### src/rtl/mux_arbiter_5_pkg.sv
// Shared definitions for the 5-way round-robin path arbiter:
// requester count, mux select encoding and FSM state type.
package mux_arbiter_5_pkg;

  localparam int NUM_REQ = 5;

  localparam logic [2:0] SEL_IN1 = 3'b000;
  localparam logic [2:0] SEL_IN2 = 3'b001;
  localparam logic [2:0] SEL_IN3 = 3'b010;
  localparam logic [2:0] SEL_IN4 = 3'b011;
  localparam logic [2:0] SEL_IN5 = 3'b100;

  typedef enum logic {
    IDLE = 1'b0,
    OWN  = 1'b1
  } state_t;

  // Successor in round-robin order; index 4 wraps back to 0.
  function automatic logic [2:0] next_idx(input logic [2:0] i);
    return (i == SEL_IN5) ? SEL_IN1 : i + 3'd1;
  endfunction

endpackage

### src/rtl/rr_pick5.sv
// Combinational round-robin search: first set bit of (req & ~excl),
// scanning from start upward and wrapping 4 -> 0.
module rr_pick5
  import mux_arbiter_5_pkg::*;
(
  input  logic [4:0] req,
  input  logic [2:0] start,
  input  logic [4:0] excl,
  output logic       found,
  output logic [2:0] idx
);

  logic [4:0] cand;
  logic [2:0] pos;

  always_comb begin
    found = 1'b0;
    idx   = start;
    cand  = req & ~excl;
    pos   = start;
    for (int k = 0; k < NUM_REQ; k++) begin
      if (!found && cand[pos]) begin
        found = 1'b1;
        idx   = pos;
      end
      pos = next_idx(pos);
    end
  end

endmodule

### src/rtl/mux_arbiter_5.sv
// Round-robin owner arbiter for a shared 32-bit path feeding a 5-to-1 mux,
// with a hold limit that forces release only while someone else is waiting.
//
//   state | meaning
//   IDLE  | no owner; grant = 0, sel keeps its last code
//   OWN   | requester 'owner' holds the path; hold_cnt counts owned cycles
module mux_arbiter_5
  import mux_arbiter_5_pkg::*;
#(
  parameter int MAX_HOLD = 8
) (
  input  logic       clock,
  input  logic       reset_n,
  input  logic [4:0] req,
  output logic [4:0] grant,
  output logic [2:0] sel,
  output logic       busy,
  output logic       expire
);

  localparam logic [3:0] HOLD_LAST = 4'(MAX_HOLD - 1);

  state_t     state, state_nx;
  logic [2:0] owner, owner_nx;
  logic [2:0] ptr, ptr_nx;
  logic [3:0] hold_cnt, hold_nx;
  logic [4:0] grant_nx;
  logic [2:0] sel_nx;
  logic       busy_nx;
  logic       expire_nx;

  logic [4:0] owner_oh;
  logic       others;
  logic       rel;
  logic [2:0] srch_start;
  logic [4:0] srch_excl;
  logic       found;
  logic [2:0] win;

  // While owning, the search always starts just past the owner and skips it,
  // which is exactly the post-release pointer.
  always_comb begin
    owner_oh   = 5'b00001 << owner;
    others     = |(req & ~owner_oh);
    srch_start = (state == OWN) ? next_idx(owner) : ptr;
    srch_excl  = (state == OWN) ? owner_oh : 5'b00000;
  end

  rr_pick5 u_pick (
    .req   (req),
    .start (srch_start),
    .excl  (srch_excl),
    .found (found),
    .idx   (win)
  );

  always_comb begin
    state_nx  = state;
    owner_nx  = owner;
    ptr_nx    = ptr;
    hold_nx   = hold_cnt;
    grant_nx  = grant;
    sel_nx    = sel;
    expire_nx = 1'b0;
    rel       = 1'b0;
    case (state)
      IDLE: begin
        grant_nx = 5'b00000;
        if (found) begin
          state_nx = OWN;
          owner_nx = win;
          hold_nx  = 4'd0;
          grant_nx = 5'b00001 << win;
          sel_nx   = win;
        end
      end
      OWN: begin
        if (!req[owner]) begin
          rel = 1'b1;
        end else if (hold_cnt == HOLD_LAST && others) begin
          rel       = 1'b1;
          expire_nx = 1'b1;
        end
        if (rel) begin
          ptr_nx = next_idx(owner);
          if (found) begin
            owner_nx = win;
            hold_nx  = 4'd0;
            grant_nx = 5'b00001 << win;
            sel_nx   = win;
          end else begin
            state_nx = IDLE;
            grant_nx = 5'b00000;
          end
        end else if (hold_cnt != HOLD_LAST) begin
          hold_nx = hold_cnt + 4'd1;
        end
      end
      default: begin
        state_nx = IDLE;
        grant_nx = 5'b00000;
      end
    endcase
    busy_nx = (grant_nx != 5'b00000);
  end

  always_ff @(posedge clock) begin
    if (!reset_n) begin
      state    <= IDLE;
      owner    <= SEL_IN1;
      ptr      <= SEL_IN1;
      hold_cnt <= 4'd0;
      grant    <= 5'b00000;
      sel      <= SEL_IN1;
      busy     <= 1'b0;
      expire   <= 1'b0;
    end else begin
      state    <= state_nx;
      owner    <= owner_nx;
      ptr      <= ptr_nx;
      hold_cnt <= hold_nx;
      grant    <= grant_nx;
      sel      <= sel_nx;
      busy     <= busy_nx;
      expire   <= expire_nx;
    end
  end

endmodule
### config.mk
export PLATFORM = sky130hd
export DESIGN_NAME = mux_arbiter_5
export DESIGN_NICKNAME = d
export VERILOG_FILES = /design/src/rtl/mux_arbiter_5_pkg.sv /design/src/rtl/rr_pick5.sv /design/src/rtl/mux_arbiter_5.sv
export SDC_FILE = /design/constraint.sdc
export NUM_CORES = 1
export LEC_CHECK = 0
export CAP_MARGIN = 20
export CELL_PAD_IN_SITES_DETAIL_PLACEMENT = 0
export CELL_PAD_IN_SITES_GLOBAL_PLACEMENT = 1
export CORE_AREA = 2 2 63 71
export DETAILED_ROUTE_END_ITERATION = 6
export DIE_AREA = 0 0 65 73
export DONT_BUFFER_PORTS = 1
export PLACE_DENSITY = 0.9
export SYNTH_ARGS = -nofsm -noshare
export SYNTH_HDL_FRONTEND = slang
export SYNTH_SLANG_ARGS = --single-unit
### constraint.sdc
create_clock -name clock -period 7.5 [get_ports clock]
set_input_delay 0.375 -clock clock [delete_from_list [all_inputs] [get_ports clock]]
set_output_delay 0.375 -clock clock [all_outputs]
set_load 0.05 [all_outputs]
**After elaboration in Yosys (flattened, before gate mapping)**

Cells that the tools add are included.

- Bits in registers: 21
- Bits in latches: 0
- RAM bits: 0
- Bits in read-only memories: 0
- Bits of input ports: 7
- Logic and storage cells: 96
- Memories: 0

- Add/subtract/negate cells: 6
- $mul: 0
- Divide/modulo/power cells: 0
- Order comparisons: 6
- Equality and inequality tests: 9
- Shift operators: 2
- Multiplexer cells: 47
- Bitwise logic cells: 5
- Reductions and logical operators: 13

Operator list:

| kind | number |
|---|---|
| 3-bit 2-to-1 mux | 14 |
| 3-bit by 4-bit < comparator with 1-bit output, second input constant | 6 |
| 1-bit binary-select mux with 3-bit select | 6 |
| 1-bit 2-to-1 mux | 16 |
| 3-bit by 1-bit adder with 3-bit output, second input constant | 5 |
| 3-bit == test, second input constant | 5 |
| 5-bit 2-to-1 mux | 3 |
| 4-bit 2-to-1 mux | 3 |
| 3-bit one-hot mux with 2 select lines | 2 |
| 5-bit AND | 2 |
| 5-bit inverter | 2 |
| 5-bit one-hot mux with 2 select lines | 1 |
| 1-bit by 3-bit << shifter with 5-bit output, first input constant | 2 |
| 4-bit one-hot mux with 2 select lines | 1 |
| 1-bit logical AND | 5 |
| 5-bit nonzero test | 1 |
| 5-bit OR reduction | 1 |
| 4-bit by 1-bit adder with 4-bit output, second input constant | 1 |
| 4-bit by 3-bit == test with 1-bit output, second input constant | 1 |
| 1-bit logical NOT | 4 |
| 4-bit by 3-bit != test with 1-bit output, second input constant | 1 |
| 3-bit by 1-bit != test with 1-bit output, second input constant | 1 |
| 3-bit AND reduction | 1 |
| 2-bit by 1-bit != test with 1-bit output, second input constant | 1 |
| 3 further kinds | 3 |

**Logic depth before layout (Yosys ltp)**

- Depth after elaboration: 24
- Depth in mapped cells: 23
- Mapped depth without buffers: 21

**By module**

A second synthesis with hierarchy kept.

- Cell total of the unflattened synthesis: 256
- Area total of the unflattened synthesis: 2055.7 µm²

Modules (own cells, without submodules):

| module | instances | cells an instance | area an instance (µm²) |
|---|---|---|---|
| mux_arbiter_5 | 1 | 134 | 1124.8 |
| rr_pick5 | 1 | 122 | 930.9 |

**Least setup slack after synthesis**

OpenSTA, ideal clock, no wires.

- Path type: reg-to-reg
- From: reg sel[0] (netlist name)
- To: reg busy
- Arrival time: 5.048 ns
- Data required time: 7.380 ns
- Path slack: 2.332 ns
- Stages on the path, launching flop included: 24
- Buffers on the path: 2
- Clock period less this slack: 5.168 ns
- Cell sequence: dfxtp_1 -> inv_1 -> ha_1 -> buf_2 -> a21oi_4 -> a21oi_2 -> buf_6 -> ha_1 -> nand2_1 -> nand2_1 -> ha_1 -> a21o_1 -> nand2_2 -> inv_1 -> ha_1 -> nand3_1 -> a2bb2oi_1 -> and2_4 -> mux2_4 -> a311oi_4 -> nand3_1 -> o211a_1 -> and4_4 -> a211o_1

RTL lines:

| item | RTL line | source |
|---|---|---|
| to (signal assigned) | mux_arbiter_5.sv:124 | `busy <= busy_nx;` |
| to (decl) | mux_arbiter_5.sv:17 | `output logic busy,` |

==> run metrics <==
non-filler cells, final 300; largest net degree at the start of global routing 21; R2R Path End busy$_SDFF_PN0_; worst hold path class in2reg; DR vias/cell 6.463; syn nets 265; Max-slew headroom 0.3759; Mapped Area ~1900 sq um; status complete, no violations; Port-buffer cells 0; crit path capture type register; maxcap violations 0; Die W about 65 um; skew final approximately 0.77 ps; area grow syn2layout 4.961%; Final HPWL DP around 3900 um; Fin. Hold Viols 0; crit path capture busy$_SDFF_PN0_; chip height between 70 and 80 um; RSZ-0062 raised after global routing false; I/O pins 17; post-CTS setup buffer count 0; Cells after Synth 247; Hold-fix buffers, CTS 0; final setup TNS 0 ps; clk sinks 18; post-synth cell types 69; CTS H-tree depth 1; Cell Chain, Critical Path inv_1 > ha_1 > a21boi_0 > a21oi_2 > ha_1 > nand2_1 > nand2_1 > ha_1 > a21o_1 > nand2_2 > inv_1 > ha_1 > nand3_1 > a2bb2oi_1 > and2_4 > mux2_4 > a311oi_4 > nand3_1 > o211a_1 > and4_4 > a211o_1; Worst-Skew Late Latency ~250 ps; CTS tree built; Cell Rows 25; fmax between 150 and 200 MHz; vias in the first global route around 1800; global placement routability congestion 0.9039; Setup crit start sel[0]$_SDFFE_PN0P_; ys async rst share 0; cells on worst reg2reg path 21; Resized cells post-CTS 0; post-layout net count approximately 270; sequential element share of the synthesized area 0.1856; post-route ant nets 0; worst hold slack 257.6 ps; Synth Register Bits 18; crit share post-route 0.7773; Req. time, crit path ~7700 ps; clk slew on worst S/H paths roughly 60 ps; WL per Instance approximately 17 um; worst-path cell with the longest stage delay dfxtp_1; synth warn 0; Routed WL approximately 5000 um; final setup vio count 0; first-pass GRT wire length roughly 8400 um; Period minus WS final between 5000 and 6000 ps; CP Launch Type register; Core Area around 4000 sq um; worst-path fanout max 9; number of flops mapped to enable cells by yosys 0; crit-path max cell delay approximately 800 ps; placed cell areas 1983 sq um; # fillers 407; drc violations 0; via count slightly below 2000; gr ovfl total 0; Antenna Cells 0; Detailed Routing Iterations Pass 1 5; Worst Max-Slew Pin Slew about 930 ps; Hold Startpoint reset_n; Syn Area/Cell roughly 7.9 sq um; dpl cells 296; Reg-to-Reg Start sel[0]$_SDFFE_PN0P_; Crit path arrival time slightly below 6000 ps; CTS Buf Count 3; Crit Path Class reg2reg; final instance area 2038 sq um; CTS Buffer Depth 2; predominant post-synthesis flop cell dfxtp_1; starting density of the core 0.4739; most used cell, CP ha_1; reg2reg setup slack 1670 ps; initial antenna violation count 0; layout cells sized above 1 0.1098; DIE AREA about 4700 sq um; gr usage total 0.2247; clock root cell clkbuf_8; initial drt markers around 150; Pins Over Slew Limit 0
layout by cell type (no fill, tap or decap), types with 5 or more instances in the layout:
cell type   n
nand2_1    20
inv_1      15
nor3_1      5
mux2i_1    10
nor2b_1     9
nand3_1    12
a21oi_1    13
nor2_1     17
ha_1       11
dfxtp_1    18
o21ai_0    13
a21boi_0    6
worst max-delay path, delay by kind of cell (launching register included):
| family | cells | cell delay (ps) |
|---|---|---|
| buffers and inverters | 2 | 300 |
| and+or+nand+nor | 7 | 1070 |
| AOI/OAI and AO/OA | 7 | 2010 |
| adders and majority gates | 4 | 1200 |
| DFF | 1 | 800 |
| muxes | 1 | 310 |
flip-flops by register name, summed over array words and instances, names as in the netlist:
| name | count |
|---|---|
| grant | 5 |
| busy | 1 |
| expire | 1 |
| state | 1 |
| sel | 3 |
| ptr | 3 |
| hold_cnt | 4 |
cells in the mapped netlist (3+ instances only):
cell type,number,area share
inv_1,15,0.029
mux2i_1,10,0.052
a211o_1,4,0.018
a21oi_2,3,0.014
and3_1,3,0.0097
or3_1,4,0.013
a21o_1,4,0.015
a211oi_1,3,0.012
ha_1,11,0.071
o211ai_1,3,0.012
a21oi_1,13,0.034
nand3_1,12,0.031
nand4_1,3,0.0097
nor3_1,5,0.013
nor2_1,17,0.033
nand3b_1,3,0.012
nand2_1,20,0.039
nor2b_1,9,0.029
a21boi_1,3,0.012
o21ai_0,13,0.034
nand2b_1,4,0.013
dfxtp_1,18,0.19
a21boi_0,6,0.023
buf_2,3,0.0077
stage by stage:
| stage | util | setup WS (ps) |
|---|---|---|
| after floorplan | - | 2332 |
| after global placement | 0.4840 | 1796 |
| after detailed placement | 0.4840 | 1724 |
| after CTS | 0.4974 | 1697 |
| after global routing | 0.4974 | 1217 |
| final | 0.4974 | 1671 |
logic make-up (layout without fill, tap and decap cells):
kind of cell,count (synthesis),in the layout,share of synthesized area
AND/OR/NAND/NOR,93,93,0.2571
AO/OA/AOI/OAI,89,89,0.3570
buffers and inverters,23,22,0.05154
flip-flops,18,18,0.1856
multiplexers,13,13,0.07796
adder cells (fa/ha/maj),11,11,0.07088
final cells by class:
class,count,area [sq um],share of cell area
Timing Repair Buffer,1,7.507,0.003683
Inverter,17,66.31,0.03254
Clock buffer,4,55.05,0.02701
Tap cell,54,67.56,0.03315
Multi-Input combinational cell,206,1481,0.7268
Sequential cell,18,360.3,0.1768
how the worst min path moves through the flow:
stage | endpoint | cells past startpoint
after floorplan | hold_cnt[3]$_SDFFE_PN0P_ | 2
after global placement | hold_cnt[3]$_SDFFE_PN0P_ | 2
after detailed placement | hold_cnt[3]$_SDFFE_PN0P_ | 2
after CTS | ptr[0]$_SDFFE_PN0P_ | 1
after global routing | ptr[0]$_SDFFE_PN0P_ | 1
final | state$_SDFF_PN0_ | 1
layer usage:
layer  GRT usage  routed length (um)
met5           0                   0
met1      0.2888                2151
met4     0.06619                  72
met2      0.3940                2500
met3     0.02623                 272
Power is left out: the tool's default activity adds up to more than one toggle a clock period on the data nets, which glitch-free logic cannot reach.
